--- config.mk ---
export PLATFORM = sky130hd
export DESIGN_NAME = trisc_ir_decode
export DESIGN_NICKNAME = d
export VERILOG_FILES = /design/src/rtl/trisc_ir_decode.sv
export SDC_FILE = /design/constraint.sdc
export NUM_CORES = 1
export LEC_CHECK = 0
export ABC_CLOCK_PERIOD_IN_PS = 2200
export CORE_UTILIZATION = 38
export CTS_CLUSTER_DIAMETER = 80
export CTS_CLUSTER_SIZE = 24
export DETAILED_ROUTE_END_ITERATION = 16
export HOLD_SLACK_MARGIN = 0.15
export MAX_ROUTING_LAYER = met4
export PLACE_DENSITY_LB_ADDON = 0.08
export SLEW_MARGIN = 40
export SYNTH_ARGS = -nofsm -noshare
export SYNTH_HDL_FRONTEND = slang
export SYNTH_SLANG_ARGS = --single-unit
--- constraint.sdc ---
create_clock -name SysClock -period 2.2 [get_ports SysClock]
set_input_delay 0.33 -clock SysClock [delete_from_list [all_inputs] [get_ports SysClock]]
set_output_delay 0.33 -clock SysClock [all_outputs]
set_load 0.05 [all_outputs]
--- src/rtl/trisc_ir_decode.sv ---
// TRISC instruction register and opcode decoder: captures the fetched word,
// drives one-hot opcode lines, keeps Z/N flags, resolves jumps and latches halt.
module trisc_ir_decode #(
  parameter int ADDR_W = 4,
  parameter int DATA_W = 8
) (
  input  logic              SysClock,
  input  logic              StartStop,
  input  logic              IrLoad,
  input  logic [ADDR_W+3:0] MemData,
  input  logic              FlagLoad,
  input  logic [DATA_W-1:0] AccData,
  output logic              LDA,
  output logic              STA,
  output logic              ADD,
  output logic              SUB,
  output logic              XOR,
  output logic              INC,
  output logic              CLR,
  output logic              JMP,
  output logic              JPZ,
  output logic              JPN,
  output logic              HLT,
  output logic [ADDR_W-1:0] Addr,
  output logic              ZFlag,
  output logic              NFlag,
  output logic              JumpTaken,
  output logic              IrValid,
  output logic              Illegal,
  output logic              Halted
);

  localparam int IR_W = ADDR_W + 4;

  typedef enum logic {
    RUN,
    HALT
  } state_t;

  state_t            state, state_nxt;
  logic [IR_W-1:0]   ir;
  logic              ir_valid;
  logic              z_q, n_q;
  logic              load_en;
  logic [3:0]        opcode;
  logic              undef_op;

  always_ff @(posedge SysClock or negedge StartStop) begin
    if (!StartStop) begin
      state <= RUN;
    end else begin
      state <= state_nxt;
    end
  end

  always_comb begin
    state_nxt = state;
    load_en   = 1'b0;
    case (state)
      RUN: begin
        load_en = IrLoad;
        if (IrLoad && (MemData[IR_W-1 -: 4] == 4'b1111)) begin
          state_nxt = HALT;
        end
      end
      HALT: begin
        state_nxt = HALT;
      end
      default: begin
        state_nxt = RUN;
      end
    endcase
  end

  always_ff @(posedge SysClock or negedge StartStop) begin
    if (!StartStop) begin
      ir       <= '0;
      ir_valid <= 1'b0;
    end else if (load_en) begin
      ir       <= MemData;
      ir_valid <= 1'b1;
    end
  end

  // Flags track the accumulator even while halted.
  always_ff @(posedge SysClock or negedge StartStop) begin
    if (!StartStop) begin
      z_q <= 1'b0;
      n_q <= 1'b0;
    end else if (FlagLoad) begin
      z_q <= (AccData == '0);
      n_q <= AccData[DATA_W-1];
    end
  end

  assign opcode = ir[IR_W-1 -: 4];

  always_comb begin
    LDA      = 1'b0;
    STA      = 1'b0;
    ADD      = 1'b0;
    SUB      = 1'b0;
    XOR      = 1'b0;
    INC      = 1'b0;
    CLR      = 1'b0;
    JMP      = 1'b0;
    JPZ      = 1'b0;
    JPN      = 1'b0;
    HLT      = 1'b0;
    undef_op = 1'b0;
    if (ir_valid) begin
      case (opcode)
        4'b0000: LDA = 1'b1;
        4'b0001: STA = 1'b1;
        4'b0010: ADD = 1'b1;
        4'b0011: SUB = 1'b1;
        4'b0100: XOR = 1'b1;
        4'b0110: INC = 1'b1;
        4'b0111: CLR = 1'b1;
        4'b1000: JMP = 1'b1;
        4'b1001: JPZ = 1'b1;
        4'b1010: JPN = 1'b1;
        4'b1111: HLT = 1'b1;
        default: undef_op = 1'b1;
      endcase
    end
  end

  assign Addr      = ir[ADDR_W-1:0];
  assign ZFlag     = z_q;
  assign NFlag     = n_q;
  assign JumpTaken = JMP | (JPZ & z_q) | (JPN & n_q);
  assign IrValid   = ir_valid;
  assign Illegal   = undef_op;
  assign Halted    = (state == HALT);

endmodule

==> key figures <==
Placement
  – Dpl ws: 0.617 ns
  – GPL Wtd Cong: 0.662
  – Port buffer count: 40
  – Inst Count DP: 115
  – Hpwl dp: 1.14 mm

Timing
  – Max_slew headroom: 65.7%
  – Max Fclk: 535 MHz
  – Worst Max-Slew Pin Slew: 0.513 ns
  – Final Hold Viols: 0
  – Worst Skew: 0.00271 ns
  – RSZ-0062 raised after global routing: false
  – Final max-slew violation count: 0
  – Tmin final: 1.87 ns
  – Final Cycle Share: 85.0%
  – Setup WS post-layout: 0.330 ns
  – Setup TNS Final: 0 ns
  – Final setup vio count: 0

Critical path
  – Crit path launch type: register
  – Max stage delay on crit path: 0.83 ns
  – Slowest CP cell: clkdlybuf4s50_1
  – CP Capture Type: output port
  – Critical path cell sequence: clkdlybuf4s50_1
  – CP required: 1.87 ns
  – Critical Path AT: 1.54 ns
  – CP Buf/Inv Count: 1
  – Cell family with the largest share of critical-path delay: buffers and inverters
  – Worst R2R Setup Slack: 1.03 ns
  – Crit path kind: reg2out
  – CP Max Fanout: 6

Clock network
  – Setup Buffers After CTS: 0
  – Hold_buf cts: 0
  – CTS buffer count: 3
  – Clock tree from TritonCTS: done
  – CTS root buf: clkbuf_4
  – Clock Sinks: 12
  – Worst skew pair latency: 0.28 ns
  – PostCTS Resize Cnt: 0
  – Reg clk slew, reported paths: 0.07 ns
  – Worst-case clock buffer depth: 2
  – H-tree depth: 1

Yosys
  – Register area share after synthesis: 45.6%
  – Synth area leader: dfrtp_1
  – Syn Inst Count: 65
  – Synth Warn #: 0
  – FF+latch count, synth: 12
  – Syn_area_per_cell: 10.1 sq um
  – Count leader, synth: dfrtp_1
  – Synth unique cells: 25
  – Net count after synthesis: 85
  – Predominant post-synthesis flop cell: dfrtp_1
  – Async S/R FF share, synth: 100%
  – Main area contributors after synthesis: dfrtp_1 (46%), mux2_2 (14%), buf_4 (4.6%)
  – Post-synthesis cell area: 658 sq um
  – Synth top area share: 45.6%
  – Post-synth EDFFs: 0
  – Most common library cells after synthesis: dfrtp_1 (12), mux2_2 (8), nor2_1 (8), buf_4 (4), nand2b_1 (4)

GRT
  – Met1 Usage GRT: 18.1%
  – Grt peak-use layer: met2
  – Met3 Use GR: 6.25%
  – Vias in the first global route: 556
  – Met2 Use GR: 29.3%
  – Largest net degree at the start of global routing: 13
  – Grt total ovfl: 0
  – Initial antenna violation count: 0
  – First-pass GRT wire length: 2.31 mm
  – All-Layer GR Usage: 18.2%

Pwr
  – VDD IR-drop max: 0.831 mV
  – Leak: 0.457 nW
  – Sw power: 0.692 mW
  – Combinational fraction of design power: 60.7%
  – Sw Ratio: 48.3%
  – Clk pwr share: 12.2%
  – Int Pwr: 0.740 mW
  – Pwr dens: 1330 nW/um^2
  – Sequential group share of total power: 27.1%

Worst hold path
  – Min-delay worst type: in2async

Die
  – Die area: 1900 sq um
  – Initial core utilization: 42.2%
  – Die Wd: 43.6 um
  – Rows: 14
  – I/O pin count: 41
  – Die height: 43.6 um
  – Core area: 1560 sq um

Detailed routing
  – Avg WL per Cell: 11.9 um
  – DRT iter0 DRCs: 14
  – First-pass DRT Iterations: 9
  – DRC Markers: 1
  – Vias after detailed routing: 583
  – DRT antenna net count: 0
  – Via density: 4.90
  – Drt total wl: 1.42 mm

Layout
  – # diodes: 0
  – Layout area overhead: 64.1%
  – Fin nets: 124
  – Final non-filler cell total: 119
  – Layout cells sized above 1: 33.0%

Status
  – Outcome: complete, but fails checks
  – Violated checks: design-rule violations

Run
  – Max-cap viol count: 0
## metal layers
layer | vias to the layer above | routed length, um
met3 | 6 | 73
met4 | 0 | 44
met1 | 265 | 575
met2 | 18 | 725
li1 | 294 | -
met5 | - | 0
## power by group through the flow
| stage | registers [mW] | logic, mW | clock network, mW |
|---|---|---|---|
| 6_report | 0.388 | 0.870 | 0.174 |
| 5_1_grt | 0.402 | 0.912 | 0.196 |
| 4_1_cts | 0.388 | 0.877 | 0.184 |
| 3_5_place_dp | 0.393 | 0.874 | 0 |
| 3_3_place_gp | 0.393 | 0.866 | 0 |
| 2_1_floorplan | 0.350 | 0.665 | 0 |
## area by class of cell
cell class	count	area, sq um
fill	135	479
multi-input combinational	43	312
clock buffer	4	36.3
tap	16	20.0
sequential	12	300
timing repair buffer	41	400
inverter	3	11.3
## per-stage QoR
| stage | util (%) | hold WS [ns] | total power [mW] | area, sq um |
|---|---|---|---|---|
| 2_1_floorplan | - | 0.0344 | 1.02 | 674 |
| 3_3_place_gp | 66.9 | 0.492 | 1.26 | 1040 |
| 3_5_place_dp | 66.9 | 0.494 | 1.27 | 1040 |
| 4_1_cts | 69.3 | 0.394 | 1.45 | 1080 |
| 5_1_grt | 69.3 | 0.423 | 1.51 | 1080 |
| 6_report | 69.3 | 0.389 | 1.43 | 1080 |
## state kept, by name (all words and copies together) (netlist names)
register and flops:
ir 8, NFlag 1, Halted 1, IrValid 1, ZFlag 1
## final timing paths
| path | from | to | depth (start not counted) |
|---|---|---|---|
| max in group asynchronous | StartStop | ZFlag | 1 |
| setup reg to reg | Halted | ir[7] | 3 |
| hold reg to reg | ir[0] | ir[0] | 1 |
| min in group SysClock | ir[0] | ir[0] | 1 |
| setup / recovery | IrValid | IrValid | 1 |
| hold / removal | StartStop | ir[5] | 1 |
## placed cells by master (no fill, tap or decap), types with 2 or more instances in the layout
cell type        netlist  final
clkdlybuf4s50_1        0     27
dfrtp_1               12     12
buf_4                  4     12
nor2_1                 8      8
mux2_2                 8      8
nand2b_1               4      4
nand3b_1               3      3
nor3_2                 1      3
clkbuf_4               0      3
inv_1                  2      2
a21oi_1                2      2
nand2_1                2      2
o21ai_0                2      2
buf_12                 0      2
## logic make-up after synthesis
| kind of cell | synth area share (%) |
|---|---|
| mux | 13.7 |
| compound gates | 6.85 |
| simple gates | 24.3 |
| buf+inv | 9.51 |
| flops | 45.6 |
No activity file was read; power rests on OpenSTA's default activity.
